--- src/rtl/calc_datapath.sv ---
// Calculator datapath: synchronises/qualifies the sequencer phase code, latches operands and
// runs ADD/SUB/AND (one cycle) or MUL (W-cycle shift-add, only when CALC_MUL_EN is defined).
module calc_datapath #(
  parameter int W = 8
) (
  input  logic           clk,
  input  logic           rst_n,
  input  logic [1:0]     state,
  input  logic [W-1:0]   sw,
  input  logic [1:0]     op,
  output logic [2*W-1:0] result,
  output logic           busy,
  output logic           done,
  output logic           ovf
);

  localparam logic [1:0] PH_WAIT  = 2'b00;
  localparam logic [1:0] PH_LOAD1 = 2'b01;
  localparam logic [1:0] PH_LOAD2 = 2'b10;
  localparam logic [1:0] PH_CALC  = 2'b11;

  localparam logic [1:0] OP_ADD = 2'b00;
  localparam logic [1:0] OP_SUB = 2'b01;
  localparam logic [1:0] OP_AND = 2'b11;

`ifdef CALC_MUL_EN
  localparam logic [1:0] OP_MUL = 2'b10;
  localparam int AW = 2 * W;
  localparam int CW = (W > 1) ? $clog2(W) : 1;
  localparam logic [CW-1:0] CNT_LAST = CW'(W - 1);
  localparam logic [CW-1:0] CNT_ONE  = CW'(1);
`else
  localparam int AW = W;
`endif

  typedef enum logic [1:0] {
    ENG_IDLE = 2'b00,
    ENG_RUN  = 2'b01,
    ENG_DONE = 2'b10
  } eng_t;

  logic [1:0]     sync1_r, sync2_r, acc_r;
  logic           entry_s;
  eng_t           eng_r;
  logic [W-1:0]   a_r, b_r;
  logic [1:0]     op_r;
  logic [AW-1:0]  opa_r;
  logic [W-1:0]   opb_r;
  logic [2*W-1:0] result_r;
  logic           busy_r, done_r, ovf_r;
  logic [2*W-1:0] fast_res_s;
  logic           fast_ovf_s;
`ifdef CALC_MUL_EN
  logic [AW-1:0]  prod_r;
  logic [AW-1:0]  addend_s;
  logic [CW-1:0]  cnt_r;
`endif

  // A code is accepted once both sync stages agree and it differs from the held code.
  assign entry_s = (sync1_r == sync2_r) && (sync2_r != acc_r);

  // Two-flop synchroniser plus the accepted phase code.
  always_ff @(posedge clk or negedge rst_n) begin
    if (!rst_n) begin
      sync1_r <= PH_WAIT;
      sync2_r <= PH_WAIT;
      acc_r   <= PH_WAIT;
    end else begin
      sync1_r <= state;
      sync2_r <= sync1_r;
      if (entry_s) acc_r <= sync2_r;
    end
  end

  // Single-cycle operation results, selected by the op latched at CALCULATE entry.
  always_comb begin
    fast_res_s = {(2*W){1'b0}};
    fast_ovf_s = 1'b0;
    case (op_r)
      OP_ADD: fast_res_s = {{W{1'b0}}, opa_r[W-1:0]} + {{W{1'b0}}, opb_r};
      OP_SUB: begin
        fast_res_s = {{W{1'b0}}, opa_r[W-1:0]} - {{W{1'b0}}, opb_r};
        fast_ovf_s = (opb_r > opa_r[W-1:0]);
      end
      OP_AND: fast_res_s = {{W{1'b0}}, opa_r[W-1:0] & opb_r};
      default: begin
        fast_res_s = {(2*W){1'b0}};
        fast_ovf_s = 1'b1;
      end
    endcase
  end

`ifdef CALC_MUL_EN
  // Partial product for the current multiplier bit.
  always_comb begin
    addend_s = {AW{1'b0}};
    if (opb_r[0]) addend_s = opa_r;
    else          addend_s = {AW{1'b0}};
  end
`endif

  // Operand registers and the IDLE/RUN/DONE engine; WAIT entry overrides everything.
  always_ff @(posedge clk or negedge rst_n) begin
    if (!rst_n) begin
      eng_r    <= ENG_IDLE;
      a_r      <= {W{1'b0}};
      b_r      <= {W{1'b0}};
      op_r     <= OP_ADD;
      opa_r    <= {AW{1'b0}};
      opb_r    <= {W{1'b0}};
      result_r <= {(2*W){1'b0}};
      busy_r   <= 1'b0;
      done_r   <= 1'b0;
      ovf_r    <= 1'b0;
`ifdef CALC_MUL_EN
      prod_r   <= {AW{1'b0}};
      cnt_r    <= {CW{1'b0}};
`endif
    end else if (entry_s && (sync2_r == PH_WAIT)) begin
      eng_r    <= ENG_IDLE;
      a_r      <= {W{1'b0}};
      b_r      <= {W{1'b0}};
      result_r <= {(2*W){1'b0}};
      busy_r   <= 1'b0;
      done_r   <= 1'b0;
      ovf_r    <= 1'b0;
    end else begin
      if (entry_s && (sync2_r == PH_LOAD1)) a_r <= sw;
      if (entry_s && (sync2_r == PH_LOAD2)) b_r <= sw;
      case (eng_r)
        ENG_IDLE: begin
          if (entry_s && (sync2_r == PH_CALC)) begin
            eng_r  <= ENG_RUN;
            busy_r <= 1'b1;
            op_r   <= op;
            opb_r  <= b_r;
`ifdef CALC_MUL_EN
            opa_r  <= {{W{1'b0}}, a_r};
            prod_r <= {AW{1'b0}};
            cnt_r  <= {CW{1'b0}};
`else
            opa_r  <= a_r;
`endif
          end
        end
        ENG_RUN: begin
`ifdef CALC_MUL_EN
          if ((op_r == OP_MUL) && (cnt_r != CNT_LAST)) begin
            prod_r <= prod_r + addend_s;
            opa_r  <= {opa_r[AW-2:0], 1'b0};
            opb_r  <= {1'b0, opb_r[W-1:1]};
            cnt_r  <= cnt_r + CNT_ONE;
          end else if (op_r == OP_MUL) begin
            result_r <= prod_r + addend_s;
            ovf_r    <= 1'b0;
            busy_r   <= 1'b0;
            done_r   <= 1'b1;
            eng_r    <= ENG_DONE;
          end else begin
`else
          begin
`endif
            result_r <= fast_res_s;
            ovf_r    <= fast_ovf_s;
            busy_r   <= 1'b0;
            done_r   <= 1'b1;
            eng_r    <= ENG_DONE;
          end
        end
        ENG_DONE: eng_r <= ENG_DONE;
        default: begin
          eng_r  <= ENG_IDLE;
          busy_r <= 1'b0;
          done_r <= 1'b0;
        end
      endcase
    end
  end

  assign result = result_r;
  assign busy   = busy_r;
  assign done   = done_r;
  assign ovf    = ovf_r;

endmodule

--- config.mk ---
export PLATFORM = sky130hd
export DESIGN_NAME = calc_datapath
export DESIGN_NICKNAME = d
export VERILOG_FILES = /design/src/rtl/calc_datapath.sv
export SDC_FILE = /design/constraint.sdc
export NUM_CORES = 1
export LEC_CHECK = 0
export ABC_AREA = 1
export CAP_MARGIN = 0
export CORE_MARGIN = 1.5
export CORE_UTILIZATION = 35
export DETAILED_ROUTE_END_ITERATION = 6
export GPL_ROUTABILITY_DRIVEN = 0
export GPL_TIMING_DRIVEN = 0
export PLACE_DENSITY = 0.55
export RECOVER_POWER = 25
export SYNTH_ARGS = -nofsm -noshare
export SYNTH_HDL_FRONTEND = slang
export SYNTH_SLANG_ARGS = --single-unit
--- constraint.sdc ---
create_clock -name clk -period 4.91 [get_ports clk]
set_input_delay 0.7365 -clock clk [delete_from_list [all_inputs] [get_ports clk]]
set_output_delay 0.7365 -clock clk [all_outputs]
set_load 0.02 [all_outputs]
# Word level (Yosys, flattened, before mapping)

Cells that the tools add are included.

Register bits after elaboration: 61
Bits of input ports: 14
Output and inout bits: 19
Logic and storage cells: 64

Add/sub/neg operators: 2
$lt $le $gt $ge: 1
Equal/unequal tests: 12
Mux-type cells: 18
Bitwise operators: 2
Reductions and logical operators: 16

Operators with widths:

| operator             | count |
|---|---|
| $pmux W16 S3         | 1 |
| $mux W16             | 2 |
| $mux W8              | 4 |
| $add A8 B8 Y9        | 1 |
| $sub A8 B8 Y9        | 1 |
| $and A8 B8 Y8        | 1 |
| $eq A2 B2 Y1 const B | 4 |
| $gt A8 B8 Y1         | 1 |
| $eq A2 B1 Y1 const B | 3 |
| $logic_not A2 Y1     | 3 |
| $pmux W1 S2          | 3 |
| $reduce_bool A2 Y1   | 3 |
| $reduce_or A2 Y1     | 3 |
| $logic_and A1 B1 Y1  | 5 |
| $mux W1              | 5 |
| $mux W2              | 2 |
| $pmux W2 S2          | 1 |
| $ne A3 B3 Y1 const B | 1 |
| $reduce_and A3 Y1    | 1 |
| $eq A2 B2 Y1         | 1 |
| $ne A2 B1 Y1 const B | 1 |
| $ne A2 B2 Y1         | 1 |
| $ne A2 B2 Y1 const B | 1 |
| $reduce_and A2 Y1    | 1 |
| $not A1 Y1           | 1 |

# Depth between registers and ports, before layout

Depth after elaboration: 6
Depth in mapped cells: 13
Depth with buffers taken out: 13

# Least setup slack after synthesis

Ideal clock, no wire load.

Kind: flip-flop to flip-flop
From: register opa_r[3]
To: register result_r[4] (netlist: result[4])
Library setup time: 0.117 ns
Arrival time: 1.684 ns
Required time: 4.793 ns
Path slack: 3.110 ns
Cell stages (with the launch flop): 9
Period minus slack after synthesis: 1.800 ns
Path through: dfrtp_1 -> ha_1 -> or2_2 -> and2_1 -> or2_2 -> nand3_1 -> nand3_1 -> nand2_1 -> nand2_1

Cells in the longest elaborated chain, start to end: 4

Ends and longest elaborated chain:

| item                                                  | RTL line | text |
|---|---|---|
| from (decl)                                           | 47       | `logic [AW-1:0] opa_r;` |
| from (signal assigned)                                | 109      | `opa_r <= {AW{1'b0}};` |
| from (signal assigned)                                | 142      | `opa_r <= a_r;` |
| $sub A8 B8 Y9 / $add A8 B8 Y9 (equally long branches) | 82, 80   |  |
| $pmux W16 S3 (*)                                      | 79       | `case (op_r)` |
| $mux W16 (*)                                          | 130      | `case (eng_r)` |
| $mux W16 (*)                                          | 119      | `end else if (entry_s && (sync2_r == PH_WAIT)) begin` |
| to (signal assigned)                                  | 111      | `result_r <= {(2*W){1'b0}};` |
| to (signal assigned)                                  | 123      | `result_r <= {(2*W){1'b0}};` |
| to (signal assigned)                                  | 163      | `result_r <= fast_res_s;` |
| to (decl)                                             | 49       | `logic [2*W-1:0] result_r;` |

Every way passes the cells marked *; elsewhere a longest branch is shown, timed or not. The select of a mux whose other input is x is not followed.
A chain may end at the register's enable or synchronous reset.

==> metrics <==
TritonCTS Buffers=5; worst setup margin=1980 ps; clk_skew=roughly 9 ps; vias in the first global route=2561; VDD IR max=0.189 mV; Max clock buf depth=2; chip width=between 100 and 150 microns; Area Growth Syn to Fin=16.9%; syn_area_per_cell=~7.9 sq um; Root Buffer=clkbuf_8; Die H=around 100 microns; period utilization=59.7%; fin nets=499; post-place setup slack=2980 ps; GRT Residual Overflow=0; buffers plus inverters on the worst setup path=2; PD cells=598 mW/mm^2; Worst setup SP type=primary input; Slew Limit Headroom=-21.4%; Critical Path Slowest Stage Cell=clkbuf_1; Static Leak=between 2 and 2.5 nW; Period minus WS final=2930 ps; post-CTS setup buffers=0; Worst path max stage delay=1380 ps; clock sinks=55; WL per Instance=approximately 12 microns; Mapped Area=about 0.0033 sq mm; DRT Wirelength=roughly 6700 microns; Initial Utilization=36.0%; final-report setup violation count=0; max-slew violations=35; Non-Filler Instances=around 570; dpl cells=between 500 and 600; remaining antenna violation count=0; first-pass GRT wire length=11800 microns; Fin. Hold Viols=0; failing checks=max-capacitance violations, max-slew violations; cell mode on critical path=clkbuf_1; required time worst endpoint=5010 ps; FF+latch area=0.00138 sq mm; Synth Instances=419; multi-input logic area=around 0.0016 sq mm; post-DP HPWL=5310 microns; Max-cap violations=1; warnings from Yosys=0; PnR Total Power=2.31 mW; crit path max fanout=34; clk_lat worst skew=between 300 and 400 ps; Yosys reg bits=between 50 and 60; die area=0.0100 sq mm; H-tree depth=2; via count=2642; RSZ-0062 raised after global routing=no; Iter 0 DRT Violations=82; Fmax=0.341 GHz; # hold bufs at CTS=0; Via density=4.63; syn_nets=roughly 460; core area=between 0.009 and 0.01 sq mm; delay-heaviest family, CP=buffers and inverters; outcome=finished with violations; sequential share of the synthesized area=41.6%; Antenna Cells=0; I/O Buffers=32; GRT Util Overall=14.7%; Worst-Margin Slew=1820 ps; number of fillers in the final layout=972; CP Class=in -> async; first drt pass iteration count=4; Crit. End Element=async pin; largest net degree at the start of global routing=35; CTS tree=done; post-CTS sizing=0; # rows=35; commonest non-fill, non-tap cells in the layout=nand2_1, inv_1, dfrtp_1, nand3_1, clkdlybuf4s50_1; Worst Path Arrival=3030 ps; # DRC=0; initial antenna violation count=0; Reg clk slew, reported paths=110 ps; Worst Hold Class=reg -> reg; # IOs=33; layout cell share with drive strength beyond 1=11.5%; Cell Chain, Critical Path=clkbuf_1 > clkbuf_1; setup TNS=0 ps; distinct cell type count after synthesis=31; commonest non-fill, non-tap cell in the layout=nand2_1
final timing paths:
path | start | end | slack [ps] | depth (start not counted)
max | rst_n | a_r[3] | 1980 | 2
min | sync1_r[1] | sync2_r[1] | 410 | 0
max reg2reg | opa_r[3] | result[4] | 2960 | 8
min reg2reg | sync1_r[1] | sync2_r[1] | 410 | 0
max in group clk | result[14] | result[12] | 2660 | 2
min in group asynchronous | rst_n | busy | 650 | 1
metrics by stage:
| stage | utilization (%) | hold WS, ps | area (sq um) |
|---|---|---|---|
| finish | 42.1 | 408 | 3870 |
| detailed placement | 41.1 | 384 | 3780 |
| global placement | 41.0 | 379 | 3770 |
| CTS | 42.2 | 398 | 3880 |
| global route | 42.1 | 420 | 3870 |
| floorplan | - | 374 | 3310 |
cell usage after synthesis, drive strengths merged:
cell type / count / area (sq um)
o22ai: 1 / 6.26
a21oi: 25 / 155
nand3b: 1 / 7.51
or2: 2 / 12.5
clkbuf: 4 / 15.0
nand4: 6 / 43.8
buf: 14 / 105
ha: 24 / 300
dfrtp: 55 / 1380
and2: 2 / 12.5
o21ai: 28 / 174
nand2: 120 / 463
o21ba: 1 / 10.0
nor2: 30 / 133
inv: 60 / 225
nand3: 43 / 220
fa: 2 / 40.0
xor2: 1 / 8.76
power by group:
part	leakage (nW)	switching, mW	internal [mW]	total, mW
Combinational	1.26	0.793	0.517	1.31
Sequential	0.692	0.108	0.614	0.722
Clock	0.0533	0.162	0.119	0.281
Total	2.01	1.06	1.25	2.31
flip-flops by register name, summed over array words and instances (netlist names), 2 cells and up:
register	cells
a_r	8
acc_r	2
b_r	8
eng_r	2
op_r	2
opa_r	8
opb_r	8
result	10
sync1_r	2
sync2_r	2
per-layer routing:
layer	wire, microns	track usage [%]
met1	3400	19.9
met4	60	3.36
met2	2990	23.9
met3	243	3.34
met5	0	0
cell type report:
type	instances	share of cell area [%]
Tap cell	111	3.59
Inverter	60	5.82
Clock inverter	2	0.518
Buffer	18	3.11
Sequential cell	55	35.6
Multi-Input combinational cell	286	41.0
Timing Repair Buffer	33	8.22
Clock buffer	6	2.14
logic make-up after synthesis:
kind of cell / share of synthesized area (%)
buffers and inverters: 10.4
XOR/XNOR: 0.265
adder cells (fa/ha/maj): 10.3
flip-flops: 41.6
AO/OA/AOI/OAI: 10.4
AND/OR/NAND/NOR: 27.0
(Power assumes the default switching activity.)
